===== config.mk =====
export PLATFORM = sky130hd
export DESIGN_NAME = sid_cmd_decoder
export DESIGN_NICKNAME = d
export VERILOG_FILES = /design/src/rtl/sid_cmd_pkg.sv /design/src/rtl/sid_wr_fifo.sv /design/src/rtl/sid_cmd_decoder.sv
export SDC_FILE = /design/constraint.sdc
export NUM_CORES = 1
export LEC_CHECK = 0
export CAP_MARGIN = 20
export CORE_ASPECT_RATIO = 0.5
export CORE_MARGIN = 3
export CORE_UTILIZATION = 60
export DETAILED_ROUTE_END_ITERATION = 8
export GPL_TIMING_DRIVEN = 0
export PLACE_DENSITY_LB_ADDON = 0.25
export SETUP_SLACK_MARGIN = 0.15
export SLEW_MARGIN = 0
export SYNTH_ARGS = -nofsm -noshare
export SYNTH_HDL_FRONTEND = slang
export SYNTH_SLANG_ARGS = --single-unit

===== constraint.sdc =====
create_clock -name clk -period 7.2 [get_ports clk]
set_input_delay 1.44 -clock clk [delete_from_list [all_inputs] [get_ports clk]]
set_output_delay 1.44 -clock clk [all_outputs]
set_load 0.05 [all_outputs]

===== src/rtl/sid_cmd_pkg.sv =====
// Shared types and constants for the SID serial command decoder.
package sid_cmd_pkg;

    typedef enum logic {
        IDLE      = 1'b0,
        WAIT_DATA = 1'b1
    } state_t;

    localparam int ADDR_MARK_BIT = 7;
    localparam int ADDR_RSVD_MSB = 6;
    localparam int ADDR_RSVD_LSB = 5;
    localparam int SID_ADDR_W    = 5;
    localparam int ENTRY_W       = SID_ADDR_W + 8;
    localparam int ERR_W         = 8;

    // An address byte has the mark bit set, both reserved bits clear and
    // names a register no higher than max_addr.
    function automatic logic is_addr_byte(input logic [7:0] b, input int max_addr);
        return b[ADDR_MARK_BIT] &&
               (b[ADDR_RSVD_MSB:ADDR_RSVD_LSB] == 2'b00) &&
               (int'(b[SID_ADDR_W-1:0]) <= max_addr);
    endfunction

endpackage


===== src/rtl/sid_wr_fifo.sv =====
// Small synchronous FIFO holding decoded register writes until the SID
// bus side takes them. Head entry is read straight from storage.
module sid_wr_fifo #(
    parameter int DEPTH = 4,
    parameter int WIDTH = 13
) (
    input  logic             clk,
    input  logic             rst,
    input  logic             push_i,
    input  logic             pop_i,
    input  logic [WIDTH-1:0] din_i,
    output logic             full_o,
    output logic             empty_o,
    output logic [WIDTH-1:0] dout_o
);

    localparam int PW = $clog2(DEPTH);

    logic [WIDTH-1:0] mem_q [DEPTH];
    logic [PW-1:0]    wr_ptr_q, rd_ptr_q;
    logic [PW:0]      cnt_q;
    logic             push_en, pop_en;

    assign empty_o = (cnt_q == '0);
    assign full_o  = (cnt_q == (PW+1)'(DEPTH));
    assign dout_o  = mem_q[rd_ptr_q];

    // A pop needs data present; a push needs room, or a slot freed by a
    // pop in the same cycle.
    assign pop_en  = pop_i && !empty_o;
    assign push_en = push_i && (!full_o || pop_en);

    // Storage and pointers; pointers wrap naturally as DEPTH is a power of two.
    always_ff @(posedge clk) begin
        if (rst) begin
            for (int i = 0; i < DEPTH; i++) mem_q[i] <= '0;
            wr_ptr_q <= '0;
            rd_ptr_q <= '0;
        end else begin
            if (push_en) begin
                mem_q[wr_ptr_q] <= din_i;
                wr_ptr_q        <= wr_ptr_q + PW'(1);
            end
            if (pop_en) rd_ptr_q <= rd_ptr_q + PW'(1);
        end
    end

    // Occupancy tracking.
    always_ff @(posedge clk) begin
        if (rst) begin
            cnt_q <= '0;
        end else begin
            case ({push_en, pop_en})
                2'b10:   cnt_q <= cnt_q + (PW+1)'(1);
                2'b01:   cnt_q <= cnt_q - (PW+1)'(1);
                default: cnt_q <= cnt_q;
            endcase
        end
    end

endmodule


===== src/rtl/sid_cmd_decoder.sv =====
// Decodes the UART byte stream (address byte, data byte) into SID
// register writes and queues them for the slow SID bus interface.
module sid_cmd_decoder
    import sid_cmd_pkg::*;
#(
    parameter int TIMEOUT_CYCLES = 12000,
    parameter int FIFO_DEPTH     = 4,
    parameter int MAX_ADDR       = 24
) (
    input  logic                  clk,
    input  logic                  rst,
    input  logic                  received,
    input  logic [7:0]            rx_byte,
    input  logic                  recv_error,
    output logic                  wr_valid,
    input  logic                  wr_ready,
    output logic [SID_ADDR_W-1:0] wr_addr,
    output logic [7:0]            wr_data,
    output logic                  busy,
    output logic                  overflow,
    output logic [ERR_W-1:0]      err_count
);

    localparam int TW = $clog2(TIMEOUT_CYCLES);
    localparam logic [TW-1:0] TMR_LAST = TW'(TIMEOUT_CYCLES - 1);

    state_t                state_q, state_d;
    logic [SID_ADDR_W-1:0] addr_q, addr_d;
    logic [TW-1:0]         tmr_q, tmr_d;
    logic [ERR_W-1:0]      err_q, err_d;
    logic                  ovf_q, ovf_d;
    logic                  err_inc;
    logic                  push, pop;
    logic                  fifo_full, fifo_empty;
    logic [ENTRY_W-1:0]    fifo_dout;

    assign wr_valid  = !fifo_empty;
    assign pop       = wr_valid && wr_ready;
    assign wr_addr   = fifo_dout[ENTRY_W-1:8];
    assign wr_data   = fifo_dout[7:0];
    assign busy      = (state_q == WAIT_DATA);
    assign overflow  = ovf_q;
    assign err_count = err_q;

    // Next-state logic: recv_error outranks everything, a byte beats a
    // coincident timeout expiry.
    always_comb begin
        state_d = state_q;
        addr_d  = addr_q;
        tmr_d   = tmr_q;
        err_inc = 1'b0;
        push    = 1'b0;
        if (recv_error) begin
            state_d = IDLE;
            addr_d  = '0;
            err_inc = 1'b1;
        end else begin
            case (state_q)
                IDLE: begin
                    if (received) begin
                        if (is_addr_byte(rx_byte, MAX_ADDR)) begin
                            addr_d  = rx_byte[SID_ADDR_W-1:0];
                            tmr_d   = '0;
                            state_d = WAIT_DATA;
                        end else begin
                            err_inc = 1'b1;
                        end
                    end
                end
                WAIT_DATA: begin
                    if (received) begin
                        push    = 1'b1;
                        state_d = IDLE;
                    end else if (tmr_q == TMR_LAST) begin
                        err_inc = 1'b1;
                        state_d = IDLE;
                    end else begin
                        tmr_d = tmr_q + TW'(1);
                    end
                end
                default: state_d = IDLE;
            endcase
        end
    end

    // Sticky overflow and saturating error counter next values.
    always_comb begin
        ovf_d = ovf_q | (push && fifo_full && !pop);
        err_d = err_q;
        if (err_inc && (err_q != {ERR_W{1'b1}})) err_d = err_q + ERR_W'(1);
    end

    // State registers.
    always_ff @(posedge clk) begin
        if (rst) begin
            state_q <= IDLE;
            addr_q  <= '0;
            tmr_q   <= '0;
            err_q   <= '0;
            ovf_q   <= 1'b0;
        end else begin
            state_q <= state_d;
            addr_q  <= addr_d;
            tmr_q   <= tmr_d;
            err_q   <= err_d;
            ovf_q   <= ovf_d;
        end
    end

    sid_wr_fifo #(
        .DEPTH (FIFO_DEPTH),
        .WIDTH (ENTRY_W)
    ) u_fifo (
        .clk     (clk),
        .rst     (rst),
        .push_i  (push),
        .pop_i   (pop),
        .din_i   ({addr_q, rx_byte}),
        .full_o  (fifo_full),
        .empty_o (fifo_empty),
        .dout_o  (fifo_dout)
    );

endmodule


# --- After elaboration in Yosys (flattened, before gate mapping) ---
# Memory sizes are Yosys's and may differ from the RTL's. A register that Yosys moved wholly into a read port is not among the register bits.
# Index checks and enable logic that the tools add are counted.
op_classes:
  n_addsub: 6
  order_cmp: 1
  n_eq_ne: 9
  muxes: 30
  bitwise_logic: 3
  n_reduce_logical: 19
ops:
  columns: ["op", "n"]
  rows:
  - ["$mux 14", 4]
  - ["$pmux 14 s2", 1]
  - ["$mux 1", 18]
  - ["$add 14x1->14 const B", 1]
  - ["$eq 14x14->1 const B", 1]
  - ["$mux 13", 1]
  - ["$reduce_or 13->1", 1]
  - ["$add 8x1->8 const B", 1]
  - ["$logic_and 1x1->1", 8]
  - ["$ne 2x2->1 const B", 4]
  - ["$ne 8x8->1 const B", 1]
  - ["$mux 2", 3]
  - ["$pmux 3 s2", 1]
  - ["$le 5x5->1 const B", 1]
  - ["$reduce_and 5->1", 1]
  - ["$add 2x1->2 const B", 2]
  - ["$pmux 1 s2", 2]
  - ["$add 3x1->3 const B", 1]
  - ["$eq 3x3->1 const B", 1]
  - ["$logic_not 1->1", 3]
  - ["$logic_not 3->1", 1]
  - ["$reduce_and 3->1", 1]
  - ["$sub 3x1->3 const B", 1]
  - ["$eq 2x1->1 const B", 1]
  - ["7 further kinds", 8]
totals:
  ff_bits: 36
  ram_bits: 52
  inputBits: 13
  out_inout_bits: 24
  memories: 1
memory_table:
  columns: ["memory", "words", "width", "read_ports", "rd_clocked_by_memory_dff", "write_ports", "line", "rtl"]
  rows:
  - ["u_fifo.mem_q", 4, 13, 1, 1, 4, "sid_wr_fifo.sv:19", "logic [WIDTH-1:0] mem_q [DEPTH];"]

# --- Depth between registers and ports, before layout ---
logic_depth:
  ltp_word: 11
  ltp_mapped: 9

# --- Hierarchy ---
# From an unflattened synthesis, not the netlist that was laid out.
unflattened:
  hier_cells: 357
  hier_area_um2: 4337.9
by_module_without_submodules:
  columns: ["module", "n_inst", "cells_per_inst", "area_each_um2", "seq_area_each_um2"]
  rows:
  - ["sid_wr_fifo", 1, 180, 2746.4, 1741.7]
  - ["sid_cmd_decoder", 1, 177, 1591.5, 580.6]

# --- Worst setup path before layout ---
# OpenSTA, ideal clock, no wires.
synth_timing:
  path_kind: "input-to-reg"
  startpoint: "input port wr_ready"
  endpoint: "register u_fifo.cnt_q[2]"
  setup_ps: 70
  arrival_time_ps: 3208
  required_time_ps: 7130
  setup_slack_ps: 3921
  stages: 9
  path_cell_list: "nor4b_1 nor3_1 inv_1 ha_1 inv_1 fa_1 xor2_1 or3_1 a21oi_1"
synth_via:
  elab_chain_cells: 6
  elab_cells_between_ends: 8
  cone_classes: "eq/ne: 2; mux: 1; reduce/logical: 5"
synth_lines:
  columns: ["item", "line", "rtl"]
  rows:
  - ["from (decl)", "sid_cmd_decoder.sv:16", "input logic wr_ready,"]
  - ["$logic_and 1x1->1 (*)", "sid_cmd_decoder.sv:38", "assign pop = wr_valid && wr_ready;"]
  - ["$logic_and 1x1->1 (*)", "sid_wr_fifo.sv:30", "assign pop_en = pop_i && !empty_o;"]
  - ["$logic_or 1x1->1", "sid_wr_fifo.sv:31", "assign push_en = push_i && (!full_o || pop_en);"]
  - ["$logic_and 1x1->1", "sid_wr_fifo.sv:31", null]
  - ["$eq 2x1->1 or $eq 2x2->1 (tied branches)", "sid_wr_fifo.sv:53", "case ({push_en, pop_en})"]
  - ["$pmux 3 s2 or $reduce_bool 2->1 (tied branches)", null, null]
  - ["to (signal assigned)", "sid_wr_fifo.sv:54", "2'b10: cnt_q <= cnt_q + (PW+1)'(1);"]
  - ["to (signal assigned)", "sid_wr_fifo.sv:55", "2'b01: cnt_q <= cnt_q - (PW+1)'(1);"]
  - ["to (signal assigned)", "sid_wr_fifo.sv:56", "default: cnt_q <= cnt_q;"]
  - ["to (decl)", "sid_wr_fifo.sv:21", "logic [PW:0] cnt_q;"]
# Mark *: on every way between the ends. The rest lies on a longest branch, timed or not.
# A chain may end at the register's enable or synchronous reset.

==> results.md <==
* Area growth, synth to finish at 18.1%
* Post-Syn Area per Cell at 11.9 sq um
* Max cap viols at 0
* Avg WL per Cell at around 18 um
* Yosys warning count at 0
* Share of cells above drive strength 1 at 11.7%
* Seq cells post-synth at 90
* Most used DFF post-synth: edfxtp_1
* Starting DRT DRC Count at 278
* Cts repair resizes at 0
* Seq/Total Area, Yosys at 55.8%
* IO Pins at 37
* Power density cells at between 200 and 250 nW/um^2
* Critical path's top delay family: simple AND/OR/NAND/NOR gates
* Largest net degree at the start of global routing at 16
* Fin nets at 414
* CTS tree: yes
* Final GP Congestion at 0.853
* Post-CTS Repair Setup Buffers at 0
* Overflow left after global routing at 0
* Die Span Y at 64.9 um
* Tightest Hold Check Type: flop to flop
* ANT nets after route at 0
* Most frequent cells in the layout: 53 x and2_1, 52 x edfxtp_1, 38 x dfxtp_1
* Bufs on Longest Clock Path at 2
* Hold bufs inserted after CTS at 0
* Distinct cell type count after synthesis at between 50 and 60
* DRT Wirelength at around 8600 um
* DP Wirelength at 5860 um
* Die area at roughly 8000 sq um
* Synth Cell Area at 4160 sq um
* Total Routing Usage GR at a little under a quarter
* Kind of critical path: input pin to flop
* CORE AREA at approximately 6400 sq um
* CP cell instances: clkdlybuf4s50_1 -> or2_0 -> clkbuf_1 -> nor3_1 -> nor3b_1 -> or2_1
* Fin. max-slew vios at 0
* Peak VDD IR at between 0.0001 and 0.00015 V
* Syn nets at about 370
* Multi-input gate area at approximately 1700 sq um
* DRC at 0
* Clock tree sinks at 90
* First drt pass iteration count at 5
* Finish-stage setup viols at 0
* Post-synth EDFFs at 52
* Port Buffers at 36
* CP max FO at 13
* RSZ-0062 raised after global routing: false
* Min-Delay Endpoint: overflow$_SDFF_PP0_
* FF/Latch Area at 2320 sq um
* Post-place instance area at 4640 sq um
* Hold_sp: overflow$_SDFF_PP0_
* Worst endpoint required time at 7.17 ns
* FF-to-FF End: u_fifo.mem_q[0][8]$_SDFFCE_PN0P_
* Clock slew at reported path FFs at around 0.060 ns
* Chip width at 124 um
* Final min period at about 4 ns
* Most common cell after layout, fill and taps aside: and2_1
* Asr flop ratio synth at 0%
* # diodes at 0
* CP Data Arrival Time at between 4 and 5 ns
* Internal reg-to-reg setup slack at between 4 and 5 ns
* Final Skew at around 0.0084 ns
* Cts bufs inserted at 9
* Slowest-stage cell, CP: or2_1
* Layout fillers at slightly below 400
* H-tree Lvls at 3
* Reg-to-reg startpoint: busy$_SDFF_PP0_
* Vias/cell at just under 6
* Status: finished, final reports clean
* Slowest stage delay, CP at roughly 0.63 ns
* Setup tns final at 0 ns
* Slew @ Worst Pin at roughly 0.74 ns
* Antenna violations before repair at 0
* Std-Cell Rows at 20
* Hold-critical path depth at 2
* Buffers and inverters on the worst path at 2
* First-pass GRT wire length at roughly 14,000 um
* Synth Instances at around 350
* Final hold vios at 0
* Worst slew margin at between 50% and 60%
* Critical Path Start Type: input pin
* Initial Util at roughly 65%
* Power consumption at ~0.0011 W
* CTS root buf: clkbuf_16
* Period utilisation layout at between 50 and 60%
* Vias in the first global route at approximately 3,000
* Clock latency on the worst-skew pair at 0.34 ns
* Post-route cell area at ~5000 sq um
* Max Clock Freq at ~240 MHz
* R2r worst-path depth at 4
* P_leak at around 1.7 nW
* Via Count at just under 3,000
* Critical Path End Type: flop
-- power by group --
group	leakage, nW	switching [W]	total (W)	internal, W
combinational	0.760	0.0000420	0.0000661	0.0000241
sequential	0.844	0.00000591	0.000560	0.000554
clock	0.134	0.000193	0.000427	0.000234
-- metrics by stage --
step	worst slack (ns)	hold slack (ns)	util (%)	instances
floorplan	3.92	0.463	-	349
global placement	2.92	0.464	72.6	473
detailed placement	2.78	0.491	72.8	474
CTS	3.14	0.504	77.1	490
global route	2.87	0.546	77.1	490
finish	3.11	0.497	77.1	490
-- cell type report --
type	count	share of cell area, %
buffer	15	1.37
clock buffer	10	4.66
clock inverter	6	0.891
inverter	13	0.992
multi-input combinational	231	35.1
sequential	90	47.2
tap	88	2.24
timing repair buffer	37	7.56
-- worst max path at each step --
| stage | from | end | slack [ns] | depth (start not counted) |
|---|---|---|---|---|
| after global placement | recv_error | u_fifo.mem_q[0][6]$_SDFFCE_PN0P_ | 2.92 | 6 |
| after floorplan | wr_ready | u_fifo.cnt_q[2]$_SDFFE_PP0P_ | 3.92 | 9 |
| final | recv_error | u_fifo.mem_q[0][8]$_SDFFCE_PN0P_ | 3.11 | 6 |
| after detailed placement | recv_error | u_fifo.mem_q[0][6]$_SDFFCE_PN0P_ | 2.78 | 6 |
| after global routing | recv_error | u_fifo.mem_q[0][10]$_SDFFCE_PN0P_ | 2.87 | 6 |
| after CTS | recv_error | u_fifo.mem_q[0][10]$_SDFFCE_PN0P_ | 3.14 | 6 |
-- cell usage after synthesis, types with 2 or more instances --
library cell   n  area (sq um)
nand3_1       12          60.1
or4_1          4          30.0
nor3_1         7          35.0
ha_1           3          37.5
a21oi_1       18          90.1
o21ai_0       10          50.1
or3_1         10          62.6
a31o_2         2          17.5
xor2_1         6          52.6
o21bai_1       2          15.0
nor3b_1        4          30.0
and2_1        53           332
nor2_1        25          93.8
inv_1         13          48.8
mux4_2        13           293
nand2_1       13          48.8
a31oi_1        2          12.5
xnor2_1        3          26.3
mux2i_1        6          60.1
buf_2          3          15.0
and3_1         2          12.5
a21o_1         4          30.0
nand2b_1       3          18.8
dfxtp_1       38           761
edfxtp_1      52          1560
clkbuf_1      10          37.5
nor4b_1        2          17.5
-- sequential cells by signal (all words and copies together) (netlist names), named ones only --
name and cells:
u_fifo.cnt_q 3, u_fifo.mem_q 52, busy 1, u_fifo.wr_ptr_q 2, tmr_q 14, addr_q 5
err_count 8, overflow 1, u_fifo.rd_ptr_q 2
-- worst register-to-register path, delay by kind of cell, from the launching register on --
| family | cells | cell delay (ns) |
|---|---|---|
| simple gates | 4 | 1.92 |
| flops | 1 | 0.53 |
-- per-layer routing --
layer | GRT usage [%] | vias to the layer above | share of wire [%]
met5 | 0 | - | 0
met4 | 8.41 | 0 | 1.5
met3 | 7.85 | 16 | 6.9
met2 | 40.1 | 111 | 49
met1 | 29.3 | 1391 | 42
li1 | - | 1367 | -
-- kinds of logic (layout without fill, tap and decap cells) --
family                     after synthesis  after routing  share of synthesized area [%]
xor gates and xnor gates                 9              9                           1.89
adders and majority gates                4              4                           1.38
muxes                                   19             19                           8.48
AOI/OAI and AO/OA                       47             47                           7.33
and+or+nand+nor                        152            152                           22.3
buffers and inverters                   28             81                           2.80
DFF                                     90             90                           55.8
Note: power is estimated with default switching activity, not from simulation.
